File: src/rtl/multi_cycle_controller_pkg.sv
// Shared types and encodings for the multi-cycle processor controller:
// FSM states, ALU/op/condition codes, mux selects and the per-state control word.
package multi_cycle_pkg;

  typedef enum logic [3:0] {
    FETCH   = 4'd0,
    DECODE  = 4'd1,
    EXEC    = 4'd2,
    ALU_WB  = 4'd3,
    MEM_ADR = 4'd4,
    MEM_RD  = 4'd5,
    MEM_WB  = 4'd6,
    MEM_WR  = 4'd7,
    BRANCH  = 4'd8,
    TRAP    = 4'd9
  } state_t;

  localparam logic [2:0] ALU_ADD = 3'b000;
  localparam logic [2:0] ALU_SUB = 3'b001;
  localparam logic [2:0] ALU_RSB = 3'b010;
  localparam logic [2:0] ALU_BIC = 3'b011;
  localparam logic [2:0] ALU_AND = 3'b100;
  localparam logic [2:0] ALU_ORR = 3'b101;
  localparam logic [2:0] ALU_EOR = 3'b110;
  localparam logic [2:0] ALU_CLR = 3'b111;

  localparam logic [1:0] OP_DP  = 2'b00;
  localparam logic [1:0] OP_MEM = 2'b01;
  localparam logic [1:0] OP_BR  = 2'b10;
  localparam logic [1:0] OP_ILL = 2'b11;

  localparam logic [3:0] COND_EQ = 4'b0000;
  localparam logic [3:0] COND_NE = 4'b0001;
  localparam logic [3:0] COND_CS = 4'b0010;
  localparam logic [3:0] COND_CC = 4'b0011;
  localparam logic [3:0] COND_MI = 4'b0100;
  localparam logic [3:0] COND_PL = 4'b0101;
  localparam logic [3:0] COND_VS = 4'b0110;
  localparam logic [3:0] COND_VC = 4'b0111;
  localparam logic [3:0] COND_GE = 4'b1000;
  localparam logic [3:0] COND_LT = 4'b1001;
  localparam logic [3:0] COND_GT = 4'b1010;
  localparam logic [3:0] COND_LE = 4'b1011;
  localparam logic [3:0] COND_AL = 4'b1110;

  localparam logic [1:0] SRCB_REG  = 2'b00;
  localparam logic [1:0] SRCB_IMM  = 2'b01;
  localparam logic [1:0] SRCB_FOUR = 2'b10;

  localparam logic [1:0] RES_ALUOUT = 2'b00;
  localparam logic [1:0] RES_MEM    = 2'b01;
  localparam logic [1:0] RES_ALU    = 2'b10;

  typedef struct packed {
    logic       pc_write;
    logic       adr_src;
    logic       mem_write;
    logic       ir_write;
    logic       reg_write;
    logic       alu_src_a;
    logic [1:0] alu_src_b;
    logic [2:0] alu_ctrl;
    logic [1:0] result_src;
  } ctrl_t;

  // Moore output table; cmd/imm only matter in EXEC, where they come from the IR
  function automatic ctrl_t state_ctrl(state_t s, logic [2:0] cmd, logic imm);
    ctrl_t c;
    c = '0;
    case (s)
      FETCH: begin
        c.ir_write   = 1'b1;
        c.alu_src_a  = 1'b1;
        c.alu_src_b  = SRCB_FOUR;
        c.alu_ctrl   = ALU_ADD;
        c.result_src = RES_ALU;
        c.pc_write   = 1'b1;
      end
      DECODE: begin
        c.alu_src_a = 1'b1;
        c.alu_src_b = SRCB_FOUR;
        c.alu_ctrl  = ALU_ADD;
      end
      EXEC: begin
        c.alu_src_b = {1'b0, imm};
        c.alu_ctrl  = cmd;
      end
      ALU_WB: begin
        c.result_src = RES_ALUOUT;
        c.reg_write  = 1'b1;
      end
      MEM_ADR: c.alu_src_b = SRCB_IMM;
      MEM_RD:  c.adr_src = 1'b1;
      MEM_WB: begin
        c.result_src = RES_MEM;
        c.reg_write  = 1'b1;
      end
      MEM_WR: begin
        c.adr_src   = 1'b1;
        c.mem_write = 1'b1;
      end
      BRANCH: begin
        c.alu_src_b  = SRCB_IMM;
        c.result_src = RES_ALU;
        c.pc_write   = 1'b1;
      end
      default: c = '0;
    endcase
    return c;
  endfunction

endpackage

File: src/rtl/multi_cycle_controller_if.sv
// Controller <-> datapath bundle: IR fields and ALU flags in, control strobes/selects out.
interface multi_cycle_controller_if;
  logic [3:0] instr_cond;
  logic [1:0] instr_op;
  logic       instr_i;
  logic [2:0] instr_cmd;
  logic       instr_s;
  logic       instr_l;
  logic       alu_n;
  logic       alu_z;
  logic       alu_co;
  logic       alu_ovf;
  logic       pc_write;
  logic       adr_src;
  logic       mem_write;
  logic       ir_write;
  logic       reg_write;
  logic       alu_src_a;
  logic [1:0] alu_src_b;
  logic [2:0] alu_ctrl;
  logic [1:0] result_src;
  logic [3:0] flags_q;
  logic       illegal;
  logic [3:0] state_o;

  modport master (
    input  instr_cond, instr_op, instr_i, instr_cmd, instr_s, instr_l,
    input  alu_n, alu_z, alu_co, alu_ovf,
    output pc_write, adr_src, mem_write, ir_write, reg_write, alu_src_a,
    output alu_src_b, alu_ctrl, result_src, flags_q, illegal, state_o
  );

  modport slave (
    output instr_cond, instr_op, instr_i, instr_cmd, instr_s, instr_l,
    output alu_n, alu_z, alu_co, alu_ovf,
    input  pc_write, adr_src, mem_write, ir_write, reg_write, alu_src_a,
    input  alu_src_b, alu_ctrl, result_src, flags_q, illegal, state_o
  );
endinterface

File: src/rtl/multi_cycle_controller_cond_check.sv
// Combinational condition-field evaluator against {N,Z,C,V}; reused by pipeline work.
module cond_check
  import multi_cycle_pkg::*;
#(
  parameter int COND_W = 4
) (
  input  logic [COND_W-1:0] cond,
  input  logic [3:0]        flags,
  output logic              pass
);
  logic n, z, c, v;
  assign {n, z, c, v} = flags;

  // 1100, 1101 and 1111 fall through to the default and never execute
  always_comb begin
    pass = 1'b0;
    case (cond)
      COND_EQ: pass = z;
      COND_NE: pass = !z;
      COND_CS: pass = c;
      COND_CC: pass = !c;
      COND_MI: pass = n;
      COND_PL: pass = !n;
      COND_VS: pass = v;
      COND_VC: pass = !v;
      COND_GE: pass = (n == v);
      COND_LT: pass = (n != v);
      COND_GT: pass = !z && (n == v);
      COND_LE: pass = z || (n != v);
      COND_AL: pass = 1'b1;
      default: pass = 1'b0;
    endcase
  end
endmodule

File: src/rtl/multi_cycle_controller.sv
// Main Moore FSM of the multi-cycle processor with registered control outputs and NZCV flags.
// Optional ILLEGAL_OP_TRAP_EN: op 11 with passing condition locks into TRAP and sets 'illegal'.
module multi_cycle_controller
  import multi_cycle_pkg::*;
#(
  parameter int COND_W  = 4,
  parameter int STATE_W = 4
) (
  input logic                      clk,
  input logic                      rst,
  multi_cycle_controller_if.master bus
);
  state_t     state;
  ctrl_t      ctrl_q;
  ctrl_t      ctrl_out;
  logic [3:0] flags_q;
  logic       cond_pass;

  cond_check #(.COND_W(COND_W)) u_cond (
    .cond  (bus.instr_cond),
    .flags (flags_q),
    .pass  (cond_pass)
  );

  function automatic state_t next_state(state_t s, logic pass, logic [1:0] op, logic ld);
    state_t n;
    n = FETCH;
    case (s)
      FETCH:   n = DECODE;
      DECODE: begin
        if (!pass)              n = FETCH;
        else if (op == OP_DP)   n = EXEC;
        else if (op == OP_MEM)  n = MEM_ADR;
        else if (op == OP_BR)   n = BRANCH;
        else
`ifdef ILLEGAL_OP_TRAP_EN
                                n = TRAP;
`else
                                n = FETCH;
`endif
      end
      EXEC:    n = ALU_WB;
      MEM_ADR: n = ld ? MEM_RD : MEM_WR;
      MEM_RD:  n = MEM_WB;
`ifdef ILLEGAL_OP_TRAP_EN
      TRAP:    n = TRAP;
`endif
      default: n = FETCH;
    endcase
    return n;
  endfunction

  // Output register is loaded with the next state's control word so it lines up with state
  always_ff @(posedge clk) begin
    if (rst) begin
      state   <= FETCH;
      ctrl_q  <= state_ctrl(FETCH, ALU_ADD, 1'b0);
      flags_q <= 4'b0000;
    end else begin
      state  <= next_state(state, cond_pass, bus.instr_op, bus.instr_l);
      ctrl_q <= state_ctrl(next_state(state, cond_pass, bus.instr_op, bus.instr_l),
                           bus.instr_cmd, bus.instr_i);
      if (state == ALU_WB && bus.instr_s) begin
        flags_q[3] <= bus.alu_n;
        flags_q[2] <= bus.alu_z;
        if (bus.instr_cmd == ALU_ADD || bus.instr_cmd == ALU_SUB || bus.instr_cmd == ALU_RSB) begin
          flags_q[1] <= bus.alu_co;
          flags_q[0] <= bus.alu_ovf;
        end
      end
    end
  end

`ifdef ILLEGAL_OP_TRAP_EN
  logic illegal_q;

  always_ff @(posedge clk) begin
    if (rst)
      illegal_q <= 1'b0;
    else if (state == DECODE && cond_pass && bus.instr_op == OP_ILL)
      illegal_q <= 1'b1;
  end

  assign bus.illegal = illegal_q;
`else
  assign bus.illegal = 1'b0;
`endif

  // Reset must silence strobes and selects immediately, not one edge later
  assign ctrl_out = rst ? '0 : ctrl_q;

  assign bus.pc_write   = ctrl_out.pc_write;
  assign bus.adr_src    = ctrl_out.adr_src;
  assign bus.mem_write  = ctrl_out.mem_write;
  assign bus.ir_write   = ctrl_out.ir_write;
  assign bus.reg_write  = ctrl_out.reg_write;
  assign bus.alu_src_a  = ctrl_out.alu_src_a;
  assign bus.alu_src_b  = ctrl_out.alu_src_b;
  assign bus.alu_ctrl   = ctrl_out.alu_ctrl;
  assign bus.result_src = ctrl_out.result_src;
  assign bus.flags_q    = flags_q;
  assign bus.state_o    = STATE_W'(state);
endmodule

File: src/flat_wrapper.sv
// flat-port wrapper written by rule: the top's interface ports become plain ports
module multi_cycle_controller_flat import multi_cycle_pkg::*;
#(
  parameter int COND_W  = 4,
  parameter int STATE_W = 4
)
  (clk, rst, bus_instr_cond, bus_instr_op, bus_instr_i, bus_instr_cmd, bus_instr_s, bus_instr_l, bus_alu_n, bus_alu_z, bus_alu_co, bus_alu_ovf, bus_pc_write, bus_adr_src, bus_mem_write, bus_ir_write, bus_reg_write, bus_alu_src_a, bus_alu_src_b, bus_alu_ctrl, bus_result_src, bus_flags_q, bus_illegal, bus_state_o);
  multi_cycle_controller_if bus_i ();
  input logic clk;
  input logic rst;
  input wire logic [$bits(bus_i.instr_cond)-1:0] bus_instr_cond;
  input wire logic [$bits(bus_i.instr_op)-1:0] bus_instr_op;
  input wire logic [$bits(bus_i.instr_i)-1:0] bus_instr_i;
  input wire logic [$bits(bus_i.instr_cmd)-1:0] bus_instr_cmd;
  input wire logic [$bits(bus_i.instr_s)-1:0] bus_instr_s;
  input wire logic [$bits(bus_i.instr_l)-1:0] bus_instr_l;
  input wire logic [$bits(bus_i.alu_n)-1:0] bus_alu_n;
  input wire logic [$bits(bus_i.alu_z)-1:0] bus_alu_z;
  input wire logic [$bits(bus_i.alu_co)-1:0] bus_alu_co;
  input wire logic [$bits(bus_i.alu_ovf)-1:0] bus_alu_ovf;
  output wire logic [$bits(bus_i.pc_write)-1:0] bus_pc_write;
  output wire logic [$bits(bus_i.adr_src)-1:0] bus_adr_src;
  output wire logic [$bits(bus_i.mem_write)-1:0] bus_mem_write;
  output wire logic [$bits(bus_i.ir_write)-1:0] bus_ir_write;
  output wire logic [$bits(bus_i.reg_write)-1:0] bus_reg_write;
  output wire logic [$bits(bus_i.alu_src_a)-1:0] bus_alu_src_a;
  output wire logic [$bits(bus_i.alu_src_b)-1:0] bus_alu_src_b;
  output wire logic [$bits(bus_i.alu_ctrl)-1:0] bus_alu_ctrl;
  output wire logic [$bits(bus_i.result_src)-1:0] bus_result_src;
  output wire logic [$bits(bus_i.flags_q)-1:0] bus_flags_q;
  output wire logic [$bits(bus_i.illegal)-1:0] bus_illegal;
  output wire logic [$bits(bus_i.state_o)-1:0] bus_state_o;
  assign bus_i.instr_cond = bus_instr_cond;
  assign bus_i.instr_op = bus_instr_op;
  assign bus_i.instr_i = bus_instr_i;
  assign bus_i.instr_cmd = bus_instr_cmd;
  assign bus_i.instr_s = bus_instr_s;
  assign bus_i.instr_l = bus_instr_l;
  assign bus_i.alu_n = bus_alu_n;
  assign bus_i.alu_z = bus_alu_z;
  assign bus_i.alu_co = bus_alu_co;
  assign bus_i.alu_ovf = bus_alu_ovf;
  assign bus_pc_write = bus_i.pc_write;
  assign bus_adr_src = bus_i.adr_src;
  assign bus_mem_write = bus_i.mem_write;
  assign bus_ir_write = bus_i.ir_write;
  assign bus_reg_write = bus_i.reg_write;
  assign bus_alu_src_a = bus_i.alu_src_a;
  assign bus_alu_src_b = bus_i.alu_src_b;
  assign bus_alu_ctrl = bus_i.alu_ctrl;
  assign bus_result_src = bus_i.result_src;
  assign bus_flags_q = bus_i.flags_q;
  assign bus_illegal = bus_i.illegal;
  assign bus_state_o = bus_i.state_o;
  multi_cycle_controller #(.COND_W(COND_W), .STATE_W(STATE_W)) u_core (.clk(clk), .rst(rst), .bus(bus_i));
endmodule
File: config.mk
export PLATFORM = sky130hd
export DESIGN_NAME = multi_cycle_controller_flat
export DESIGN_NICKNAME = d
export VERILOG_FILES = /design/src/rtl/multi_cycle_controller_pkg.sv /design/src/rtl/multi_cycle_controller_if.sv /design/src/rtl/multi_cycle_controller_cond_check.sv /design/src/rtl/multi_cycle_controller.sv /design/src/flat_wrapper.sv
export SDC_FILE = /design/constraint.sdc
export NUM_CORES = 1
export LEC_CHECK = 0
export BUFFER_PORTS_ARGS = -buffer_cell sky130_fd_sc_hd__buf_2
export CAP_MARGIN = 30
export CORE_MARGIN = 2
export CORE_UTILIZATION = 35
export CTS_CLUSTER_SIZE = 8
export DETAILED_ROUTE_END_ITERATION = 8
export SLEW_MARGIN = 20
export SYNTH_ARGS = -nofsm -noshare
export SYNTH_HDL_FRONTEND = slang
export SYNTH_SLANG_ARGS = --single-unit
File: constraint.sdc
create_clock -name clk -period 5 [get_ports clk]
set_input_delay 0.5 -clock clk [delete_from_list [all_inputs] [get_ports clk]]
set_output_delay 0.5 -clock clk [all_outputs]
set_load 0.02 [all_outputs]
==> impl_metrics.csv <==
group,metric,value,unit
timing,finalHoldViolCount,0,
grt,grt_max_degree,29,
cts,clk_latency,0.30,ns
yosys,synth_cell_types,37,
timing,rsz0062_at_grt,"no",
timing,tns,0,ns
floorplanning,top_level_ports,40,
worst_setup_path,end_kind,"flop",
route,postRouteAntennaNets,0,
final_layout,layout_commonest_cell,"buf_2",
placed_design,gp_congestion,0.819,
floorplanning,die_area,0.00333,mm²
yosys,synth_edf_count,0,
timing,tightest_slew,0.669,ns
yosys,synth.ff_latch_count,21,
floorplanning,initial_core_util,0.366,
timing,relSlewSlack,0.553,
placed_design,hpwl,1.66,mm
route,first_iter_violations,20,
job,max_cap_viol_count,0,
floorplanning,dieWidth,57.7,µm
power_and_ir_drop,cellLeakagePower,0.575,nW
placed_design,post_dp_cell_area,0.00121,mm²
worst_setup_path,crit_type,"flop to flop",
route,viasPerCell,5.12,
cts,post_cts_buffers,0,
run_status,outcome,"complete, no violations",
final_layout,layout_common_cells,"38 x buf_2, 21 x dfxtp_1, 13 x nor2b_1, 13 x nor2_1",
yosys,synth_top_area_share,0.416,
route,wl_per_cell,12.4,µm
final_layout,drive_gt1_frac,0.351,
yosys,ys_seq_area_frac,0.416,
timing,period_share,0.427,
floorplanning,die_h,57.7,µm
power_and_ir_drop,vdd_drop_max,0.000164,V
timing,setup_viol,0,
route,vias,917,
cts,clock-sinks,21,
power_and_ir_drop,p_per_area,253,mW/mm²
grt,overflow,0,
route,wirelength,2.22,mm
cts,cts_tree,"yes",
floorplanning,row_count,19,
route,dr.pass1.iters,4,
yosys,yosys_warnings,0,
final_layout,area_delta_synth_final,22.4,%
yosys,synth.largest_area_cell,"dfxtp_1",
yosys,synthArstFlopShare,0,
final_layout,antenna_cells,0,
final_layout,finalNetCount,167,
yosys,ys.flop_type,"dfxtp_1",
yosys,synth_area,0.00101,mm²
grt,grt_use_total,0.146,
cts,clkTransAtPathRegs,0.12,ns
final_layout,fillers,288,
cts,cts-root-buf,"clkbuf_4",
grt,grt_pass1_vias,897,
cts,cts_buffers,3,
route,drcViolationCount,0,
worst_setup_path,start_kind,"flop",
min_path,hp-class,"primary input to flop",
worst_setup_path,cp.required,5.23,ns
timing,drv_slew,0,
yosys,synth_area_leaders,"dfxtp_1 42%, nor2b_1 8.1%, mux2i_1 6.9%, nor2_1 4.8%, and2_1 3.1%",
grt,grt_first_pass_wirelength,3.82,mm
timing,clock-skew-final,0.00162,ns
grt,antenna_found_initial,0,
yosys,syn_inst,111,
timing,post-route-min-period,2.14,ns
yosys,syn_nets,129,
timing,fmax,468,MHz
cts,post_cts_resize_count,0,
floorplanning,core,0.00276,mm²
placed_design,io_buffer_count,38,
cts,cts-htree-levels,1,
yosys,syn_avg_cell_area,9.10,µm²
cts,clockBufferDepth,2,
final_layout,final_cell_area,0.00124,mm²
cts,hold_buffers,0,
timing,hold_ws,0.410,ns
worst_setup_path,arrival,2.37,ns
worst_setup_path,path_max_fanout,9,
## cells by family (layout without fill, tap and decap cells)
family | Yosys count | count (layout) | share of synthesized area
AOI/OAI and AO/OA | 18 | 18 | 0.154
and+or+nand+nor | 54 | 54 | 0.299
other | 1 | 1 | 0.00371
xor gates and xnor gates | 2 | 2 | 0.0174
muxes | 7 | 7 | 0.0694
buffers and inverters | 8 | 45 | 0.0409
DFF | 21 | 21 | 0.416
## path summary, 6_finish.rpt
kind	start	end	slack [ns]	cells after the start
hold / removal	bus_instr_cmd[2]	u_core.ctrl_q[4]	0.41	2
setup reg to reg	u_core.bus.state_o[0]	u_core.ctrl_q[5]	2.86	6
hold reg to reg	u_core.bus.flags_q[2]	u_core.bus.flags_q[2]	0.56	2
setup / recovery	u_core.bus.state_o[0]	u_core.ctrl_q[5]	2.86	6
## power by group
group          total, mW  internal (mW)  switching [mW]
Combinational     0.0545         0.0228          0.0317
Sequential         0.177          0.174         0.00384
Clock             0.0808         0.0298          0.0510
## synthesized netlist by cell type (2+ instances only)
cell type and number:
a21o_2 2, a21oi_1 4, and2_1 5, clkbuf_1 2, dfxtp_1 21, inv_1 3, mux2i_1 7, nand2_1 7
nand2b_1 2, nor2_1 13, nor2b_1 13, nor3_1 5, nor3b_1 3
## per-stage QoR
step / power, mW / cells / setup WS (ns) / utilization
6_report: 0.313 / 179 / 2.86 / 0.448
5_1_grt: 0.333 / 179 / 2.70 / 0.448
4_1_cts: 0.316 / 179 / 2.87 / 0.448
3_5_place_dp: 0.236 / 175 / 2.54 / 0.438
3_3_place_gp: 0.235 / 175 / 2.62 / 0.438
2_1_floorplan: 0.218 / 111 / 2.83 / -
## flip-flops by register name (all words and copies together), names as in the netlist
name                cells
u_core.bus.flags_q      4
u_core.bus.state_o      4
u_core.ctrl_q          13
## area by class of cell
class	instances	area, µm²	share of cell area
multi-input combinational	82	548	0.443
inverter	3	11.3	0.00911
timing repair buffer	38	190	0.154
clock buffer	3	22.5	0.0182
sequential	21	420	0.340
tap	31	38.8	0.0314
clock inverter	1	5.00	0.00405
## layer usage
layer  GRT usage  wire, µm  vias up  part of all wire
met5           0         0        -                 0
met4      0.0498        16        0            0.0072
met3      0.0335       146        2             0.066
met2       0.244      1050       25              0.47
met1       0.185      1010      434              0.46
li1            -         -      456                 -
## critical path: stages, from the launching register on
cell      delay (ns)
dfxtp_1         0.49
nand2b_1        0.11
nor3_1          0.19
nand4b_2        0.19
o32a_1          0.44
or3b_1          0.43
a211oi_2        0.22
Power figures use the tool's default switching activity.
